$ cat src/rtl/operand_net_s_pkg.sv
// operand_net_s_pkg: shared operand-network types and the default bypass buffer depth.
package pkg_tpu;
  typedef logic [31:0] data_t;
  typedef logic [4:0] index_t;
  localparam int BYPASS_BUFF_SIZE = 4;
  typedef struct packed {
    logic   valid;
    index_t index;
    data_t  data;
  } bypass_entry_t;
endpackage

$ cat src/rtl/operand_net_s_if.sv
// operand_net_s_if: Reg-Read / writeback / operand-output bundle of the operand network.
interface operand_net_s_if #(parameter int NUM_SRC = 3);
  import pkg_tpu::*;
  localparam int WIDTH_SEL = $clog2(NUM_SRC + 1);
  logic                  I_Stall;
  logic                  I_Req;
  logic [WIDTH_SEL-1:0]  I_Sel_Path;
  logic [WIDTH_SEL-1:0]  I_Sel_Path_WB;
  data_t [NUM_SRC-1:0]   I_Src_Data;
  index_t [NUM_SRC-1:0]  I_Src_Idx;
  logic                  I_WB_Valid;
  index_t                I_WB_Index;
  data_t                 I_WB_Data;
  logic                  I_Commit;
  logic                  O_Valid;
  data_t [NUM_SRC-1:0]   O_Src_Data;
  data_t                 O_PAC_Src_Data;
  data_t                 O_WB_Data;
  logic                  O_Buff_Full;
  logic                  O_Overflow;
  modport master (
    output I_Stall, I_Req, I_Sel_Path, I_Sel_Path_WB, I_Src_Data, I_Src_Idx,
           I_WB_Valid, I_WB_Index, I_WB_Data, I_Commit,
    input  O_Valid, O_Src_Data, O_PAC_Src_Data, O_WB_Data, O_Buff_Full, O_Overflow
  );
  modport slave (
    input  I_Stall, I_Req, I_Sel_Path, I_Sel_Path_WB, I_Src_Data, I_Src_Idx,
           I_WB_Valid, I_WB_Index, I_WB_Data, I_Commit,
    output O_Valid, O_Src_Data, O_PAC_Src_Data, O_WB_Data, O_Buff_Full, O_Overflow
  );
endinterface

$ cat src/rtl/operand_net_s_bypass_fifo.sv
// bypass_fifo_s: circular buffer of uncommitted writebacks with a per-source youngest-match lookup.
module bypass_fifo_s
  import pkg_tpu::*;
#(
  parameter int NUM_SRC    = 3,
  parameter int BUFF_DEPTH = BYPASS_BUFF_SIZE
) (
  input  logic                 clock,
  input  logic                 reset,
  input  logic                 push,
  input  logic                 pop,
  input  index_t               push_idx,
  input  data_t                push_data,
  input  index_t [NUM_SRC-1:0] src_idx,
  output logic [NUM_SRC-1:0]   hit,
  output data_t [NUM_SRC-1:0]  hit_data,
  output logic                 full,
  output logic                 overflow
);
  localparam int PW = $clog2(BUFF_DEPTH);
  bypass_entry_t [BUFF_DEPTH-1:0] mem_q, mem_d;
  logic [PW-1:0] wptr_q, wptr_d, rptr_q, rptr_d;
  logic [PW:0] cnt_q, cnt_d;
  logic ovf_q, ovf_d, do_pop, do_push;
  assign full = cnt_q == (PW+1)'(BUFF_DEPTH);
  assign overflow = ovf_q;
  // Pop clears before push sets, so push+pop on a full buffer reuses the same slot.
  always_comb begin
    do_pop = pop && cnt_q != '0;
    do_push = push && (!full || do_pop);
    mem_d = mem_q;
    if (do_pop) mem_d[rptr_q].valid = 1'b0;
    if (do_push) mem_d[wptr_q] = '{valid: 1'b1, index: push_idx, data: push_data};
    wptr_d = wptr_q + PW'(do_push);
    rptr_d = rptr_q + PW'(do_pop);
    cnt_d = cnt_q + (PW+1)'(do_push) - (PW+1)'(do_pop);
    ovf_d = ovf_q | (push & full & ~do_pop);
  end
  // Scan oldest to youngest so the youngest match overwrites older ones.
  always_comb begin
    hit = '0;
    hit_data = '0;
    for (int k = 0; k < NUM_SRC; k++)
      for (int i = BUFF_DEPTH; i >= 1; i--)
        if (mem_q[wptr_q - PW'(i)].valid && mem_q[wptr_q - PW'(i)].index == src_idx[k]) begin
          hit[k] = 1'b1;
          hit_data[k] = mem_q[wptr_q - PW'(i)].data;
        end
  end
  always_ff @(posedge clock) begin
    if (reset) begin
      mem_q <= '0;
      wptr_q <= '0;
      rptr_q <= '0;
      cnt_q <= '0;
      ovf_q <= 1'b0;
    end else begin
      mem_q <= mem_d;
      wptr_q <= wptr_d;
      rptr_q <= rptr_d;
      cnt_q <= cnt_d;
      ovf_q <= ovf_d;
    end
  end
endmodule

$ cat src/rtl/operand_net_s.sv
// operand_net_s: forwards writeback/bypass values into registered operands; OPERAND_NET_S_BYPASS_EN enables forwarding.
module operand_net_s
  import pkg_tpu::*;
#(
  parameter int NUM_SRC    = 3,
  parameter int BUFF_DEPTH = BYPASS_BUFF_SIZE,
  parameter int WIDTH_SEL  = $clog2(NUM_SRC + 1)
) (
  input logic            clock,
  input logic            reset,
  operand_net_s_if.slave bus
);
  data_t [NUM_SRC-1:0] fwd, src_q, src_d, hit_data;
  logic [NUM_SRC-1:0] hit;
  data_t pac_q, pac_d, pac_sel, wb_sel;
  logic valid_q, valid_d, wb_fwd_en, buff_full, overflow;
`ifdef OPERAND_NET_S_BYPASS_EN
  assign wb_fwd_en = bus.I_WB_Valid;
  bypass_fifo_s #(.NUM_SRC(NUM_SRC), .BUFF_DEPTH(BUFF_DEPTH)) u_fifo (
    .clock     (clock),
    .reset     (reset),
    .push      (bus.I_WB_Valid),
    .pop       (bus.I_Commit),
    .push_idx  (bus.I_WB_Index),
    .push_data (bus.I_WB_Data),
    .src_idx   (bus.I_Src_Idx),
    .hit       (hit),
    .hit_data  (hit_data),
    .full      (buff_full),
    .overflow  (overflow)
  );
`else
  logic unused_wb;
  assign unused_wb = ^{bus.I_WB_Valid, bus.I_Commit, BUFF_DEPTH[0]};
  assign wb_fwd_en = 1'b0;
  assign hit = '0;
  assign hit_data = '0;
  assign buff_full = 1'b0;
  assign overflow = 1'b0;
`endif
  always_comb begin
    pac_sel = '0;
    wb_sel = bus.I_WB_Data;
    for (int k = 0; k < NUM_SRC; k++) begin
      fwd[k] = (wb_fwd_en && bus.I_WB_Index == bus.I_Src_Idx[k]) ? bus.I_WB_Data :
               hit[k] ? hit_data[k] : bus.I_Src_Data[k];
      if (bus.I_Sel_Path == WIDTH_SEL'(k + 1)) pac_sel = fwd[k];
      if (bus.I_Sel_Path_WB == WIDTH_SEL'(k + 1)) wb_sel = fwd[k];
    end
    valid_d = bus.I_Stall ? valid_q : bus.I_Req;
    src_d = (bus.I_Req && !bus.I_Stall) ? fwd : src_q;
    pac_d = (bus.I_Req && !bus.I_Stall) ? pac_sel : pac_q;
  end
  always_ff @(posedge clock) begin
    if (reset) begin
      valid_q <= 1'b0;
      src_q <= '0;
      pac_q <= '0;
    end else begin
      valid_q <= valid_d;
      src_q <= src_d;
      pac_q <= pac_d;
    end
  end
  assign bus.O_Valid = valid_q;
  assign bus.O_Src_Data = src_q;
  assign bus.O_PAC_Src_Data = pac_q;
  assign bus.O_WB_Data = wb_sel;
  assign bus.O_Buff_Full = buff_full;
  assign bus.O_Overflow = overflow;
endmodule

$ cat src/flat_wrapper.sv
// flat-port wrapper written by rule: the top's interface ports become plain ports
module operand_net_s_flat import pkg_tpu::*;
#(
  parameter int NUM_SRC    = 3,
  parameter int BUFF_DEPTH = BYPASS_BUFF_SIZE,
  parameter int WIDTH_SEL  = $clog2(NUM_SRC + 1)
)
  (clock, reset, bus_I_Stall, bus_I_Req, bus_I_Sel_Path, bus_I_Sel_Path_WB, bus_I_Src_Data, bus_I_Src_Idx, bus_I_WB_Valid, bus_I_WB_Index, bus_I_WB_Data, bus_I_Commit, bus_O_Valid, bus_O_Src_Data, bus_O_PAC_Src_Data, bus_O_WB_Data, bus_O_Buff_Full, bus_O_Overflow);
  operand_net_s_if #(.NUM_SRC(NUM_SRC)) bus_i ();
  input logic clock;
  input logic reset;
  input wire logic [$bits(bus_i.I_Stall)-1:0] bus_I_Stall;
  input wire logic [$bits(bus_i.I_Req)-1:0] bus_I_Req;
  input wire logic [$bits(bus_i.I_Sel_Path)-1:0] bus_I_Sel_Path;
  input wire logic [$bits(bus_i.I_Sel_Path_WB)-1:0] bus_I_Sel_Path_WB;
  input wire logic [$bits(bus_i.I_Src_Data)-1:0] bus_I_Src_Data;
  input wire logic [$bits(bus_i.I_Src_Idx)-1:0] bus_I_Src_Idx;
  input wire logic [$bits(bus_i.I_WB_Valid)-1:0] bus_I_WB_Valid;
  input wire logic [$bits(bus_i.I_WB_Index)-1:0] bus_I_WB_Index;
  input wire logic [$bits(bus_i.I_WB_Data)-1:0] bus_I_WB_Data;
  input wire logic [$bits(bus_i.I_Commit)-1:0] bus_I_Commit;
  output wire logic [$bits(bus_i.O_Valid)-1:0] bus_O_Valid;
  output wire logic [$bits(bus_i.O_Src_Data)-1:0] bus_O_Src_Data;
  output wire logic [$bits(bus_i.O_PAC_Src_Data)-1:0] bus_O_PAC_Src_Data;
  output wire logic [$bits(bus_i.O_WB_Data)-1:0] bus_O_WB_Data;
  output wire logic [$bits(bus_i.O_Buff_Full)-1:0] bus_O_Buff_Full;
  output wire logic [$bits(bus_i.O_Overflow)-1:0] bus_O_Overflow;
  assign bus_i.I_Stall = bus_I_Stall;
  assign bus_i.I_Req = bus_I_Req;
  assign bus_i.I_Sel_Path = bus_I_Sel_Path;
  assign bus_i.I_Sel_Path_WB = bus_I_Sel_Path_WB;
  assign bus_i.I_Src_Data = bus_I_Src_Data;
  assign bus_i.I_Src_Idx = bus_I_Src_Idx;
  assign bus_i.I_WB_Valid = bus_I_WB_Valid;
  assign bus_i.I_WB_Index = bus_I_WB_Index;
  assign bus_i.I_WB_Data = bus_I_WB_Data;
  assign bus_i.I_Commit = bus_I_Commit;
  assign bus_O_Valid = bus_i.O_Valid;
  assign bus_O_Src_Data = bus_i.O_Src_Data;
  assign bus_O_PAC_Src_Data = bus_i.O_PAC_Src_Data;
  assign bus_O_WB_Data = bus_i.O_WB_Data;
  assign bus_O_Buff_Full = bus_i.O_Buff_Full;
  assign bus_O_Overflow = bus_i.O_Overflow;
  operand_net_s #(.NUM_SRC(NUM_SRC), .BUFF_DEPTH(BUFF_DEPTH), .WIDTH_SEL(WIDTH_SEL)) u_core (.clock(clock), .reset(reset), .bus(bus_i));
endmodule
$ cat config.mk
export PLATFORM = sky130hd
export DESIGN_NAME = operand_net_s_flat
export DESIGN_NICKNAME = d
export VERILOG_FILES = /design/src/rtl/operand_net_s_pkg.sv /design/src/rtl/operand_net_s_if.sv /design/src/rtl/operand_net_s_bypass_fifo.sv /design/src/rtl/operand_net_s.sv /design/src/flat_wrapper.sv
export SDC_FILE = /design/constraint.sdc
export NUM_CORES = 1
export LEC_CHECK = 0
export BUFFER_PORTS_ARGS = -buffer_cell sky130_fd_sc_hd__buf_4
export CELL_PAD_IN_SITES_DETAIL_PLACEMENT = 1
export CELL_PAD_IN_SITES_GLOBAL_PLACEMENT = 2
export CORE_MARGIN = 10
export CORE_UTILIZATION = 27
export DETAILED_ROUTE_END_ITERATION = 7
export PLACE_DENSITY = 0.9
export REMOVE_ABC_BUFFERS = 1
export SLEW_MARGIN = 20
export SYNTH_ARGS = -nofsm -noshare
export SYNTH_HDL_FRONTEND = slang
export SYNTH_SLANG_ARGS = --single-unit
$ cat constraint.sdc
create_clock -name clock -period 2.1 [get_ports clock]
set_input_delay 0.21 -clock clock [delete_from_list [all_inputs] [get_ports clock]]
set_output_delay 0.21 -clock clock [all_outputs]
set_load 0.05 [all_outputs]
==> metrics.yaml <==
run_status:
  status: "finished clean"
floorplan:
  fp.coreArea_sq_mm: 0.0226
  rows: 55
  die_area_sq_mm: 0.0293
  die_x_microns: 171
  die_h_microns: 171
  initial_core_util_pct: 27.3
  pin_count: 321
synthesis:
  yosysTopAreaCell: "dfxtp_1"
  seq_area_frac_synth_pct: 41.8
  synth.most_common_cell: "nand2_1"
  netlist_area_sq_mm: 0.00617
  synth.top_cell.area_share_pct: 41.8
  ys_dominant_reg_cell: "dfxtp_1"
  postSynthCellCount: 647
  async_flop_share_pct: 0
  ys_seq_elements: 129
  synth.avg_cell_area_sq_um: 9.54
  synthTopCellsByArea: "dfxtp_1 42%, nand2_1 12%, mux4_2 12%"
  synth_edf_count: 0
  synth_common_cells: "193 x nand2_1, 129 x dfxtp_1, 97 x a21oi_1"
  yosys.cell_types.count: 22
  yosys_warnings: 0
sta:
  worst_slack_ps: 434
  tightest_slew_ps: 629
  final-setup-viol-count: 0
  hold_viol: 0
  finalCriticalPeriod_ps: 1670
  finalClockSkew_ps: 0
  slew-limit-headroom_pct: 58.1
  max_clock_freq_ghz: 0.600
  final_max_slew_viol_count: 0
  fin_crit_sh_pct: 79.3
  rsz0062_at_grt: "no"
drt:
  route.met3.wl_mm: 2.43
  initialDrtViolationCount: 289
  drt-met1-wl_mm: 9.90
  wl_met2_mm: 12.1
  ant_nets: 0
  routed_wl_mm: 24.8
  topRoutingLayerUsed: "met4"
  drt-pass1-iter-count: 4
  wl_per_cell_microns: 20.4
  via_per_inst: 4.86
  vias: 5894
  drc: 0
cts:
  cts_buffer_depth: 2
  hold_buffers: 0
  cts.sink_count: 129
  clkLatencyLatePin_ps: 400
  cts_resized: 0
  clkSlewWorstSetupHoldPaths_ps: 60
  cts_buffers: 17
  htree_levels: 4
  cts-root-buf: "clkbuf_16"
  postCtsSetupBuffers: 0
  tritoncts: "done"
pwr:
  vdd.ir_drop.worst_uv: 450
  p_comb_share_pct: 25.7
  p_int_mw: 5.13
  power_switching_mw: 2.48
  pwr-share-seq_pct: 34.7
  p_sw_share_pct: 32.6
  fin_total_pwr_mw: 7.61
  leakage_nw: 3.98
  power.density_mw_per_mm2: 829
  clkPwrFrac_pct: 39.6
layout:
  fin_util_pct: 40.7
  diodes: 0
  syn_to_final_growth_pct: 48.8
  nNetsFinal: 1073
  drive_above_1_share_pct: 48.1
  fillers: 2600
global_route:
  grt_pass1_vias: 6425
  track_usage_pct: 16.4
  overflow: 0
  antenna_found_initial: 0
  grt_first_pass_wirelength_mm: 37.5
  grt_max_degree: 130
placement:
  io_buffers: 296
  hpwl_mm: 18.0
  globalplace.congestion: 0.770
  pre_cts_slack_ps: 405
setup_path:
  end_kind: "output pin"
  worstPathArrival_ps: 1460
  start_kind: "primary input"
  crit_type: "in -> out"
  critPathRequiredTime_ps: 1890
  cp_max_fo: 24
hold_path:
  holdCritPathClass: "in -> reg"
run:
  max_cap_viol_count: 0
## critical path, cell delays in order
cell and delay (ps):
buf_4 430, mux4_2 590, buf_4 210
## worst paths after layout
kind,from,endpoint,slack (ps),cells past startpoint
max reg2reg,u_core.bus.O_Src_Data[1],u_core.bus.O_Src_Data[1],1450,2
max,bus_I_Sel_Path_WB[1],bus_O_WB_Data[21],430,3
min reg2reg,u_core.bus.O_Src_Data[24],u_core.bus.O_Src_Data[24],450,2
min,bus_I_Src_Data[77],u_core.bus.O_Src_Data[77],60,3
## layer usage
metal / track usage, % / up-vias
li1: - / 2799
met1: 18.5 / 2856
met2: 27.6 / 216
met3: 7.36 / 23
met4: 4.31 / 0
met5: 0 / -
## power by group through the flow
| stage | Combinational (mW) | Clock, mW | Sequential (mW) |
|---|---|---|---|
| 6_report | 1.96 | 3.01 | 2.64 |
| 5_1_grt | 2.07 | 3.22 | 2.65 |
| 4_1_cts | 1.98 | 3.11 | 2.64 |
| 3_5_place_dp | 1.98 | 0 | 2.69 |
| 3_3_place_gp | 1.96 | 0 | 2.69 |
| 2_1_floorplan | 0.717 | 0 | 3.12 |
## through the flow
stage | cell area [sq um] | TNS, ps | hold WS (ps) | std cells
floorplan | 5790 | -336540 | 279 | 585
global placement | 8580 | 0 | 442 | 1181
detailed placement | 8580 | 0 | 449 | 1181
CTS | 9180 | 0 | 34.3 | 1212
global route | 9180 | 0 | 44.5 | 1212
finish | 9180 | 0 | 57.3 | 1212
## sequential cells by signal (all words and copies together), names as in the netlist
register,flops
u_core.bus.O_Valid,1
u_core.bus.O_Src_Data,96
u_core.bus.O_PAC_Src_Data,32
## final cells by class
class                      instances  area, sq um  area share, %
tap                              285          357           3.88
clock buffer                      20          467           5.08
multi-input combinational        456         3220           35.1
timing repair buffer             311         2420           26.4
clock inverter                    11          131           1.43
sequential                       129         2580           28.1
## cells in the final DEF (no fill, tap or decap)
master,n
a21oi_1,97
a221oi_1,5
a221oi_2,27
and2b_4,1
buf_12,7
buf_4,304
bufinv_16,2
clkbuf_16,17
clkbuf_8,3
clkinv_2,1
clkinv_4,4
clkinvlp_4,3
conb_1,2
dfxtp_1,129
inv_6,1
mux2_2,6
mux2_4,26
mux4_2,32
nand2_1,193
nand2b_4,1
nor2_1,32
nor2b_4,2
nor3_1,23
nor3_2,9
## kinds of logic (layout without fill, tap and decap cells)
kind of cell	count (synthesis)	after routing	synth area share [%]
DFF	129	129	41.8
muxes	64	64	19.1
other	1	2	0.0608
and+or+nand+nor	261	261	17.6
AOI/OAI and AO/OA	129	129	15.1
buffers and inverters	63	342	6.24
(Power assumes the default switching activity.)
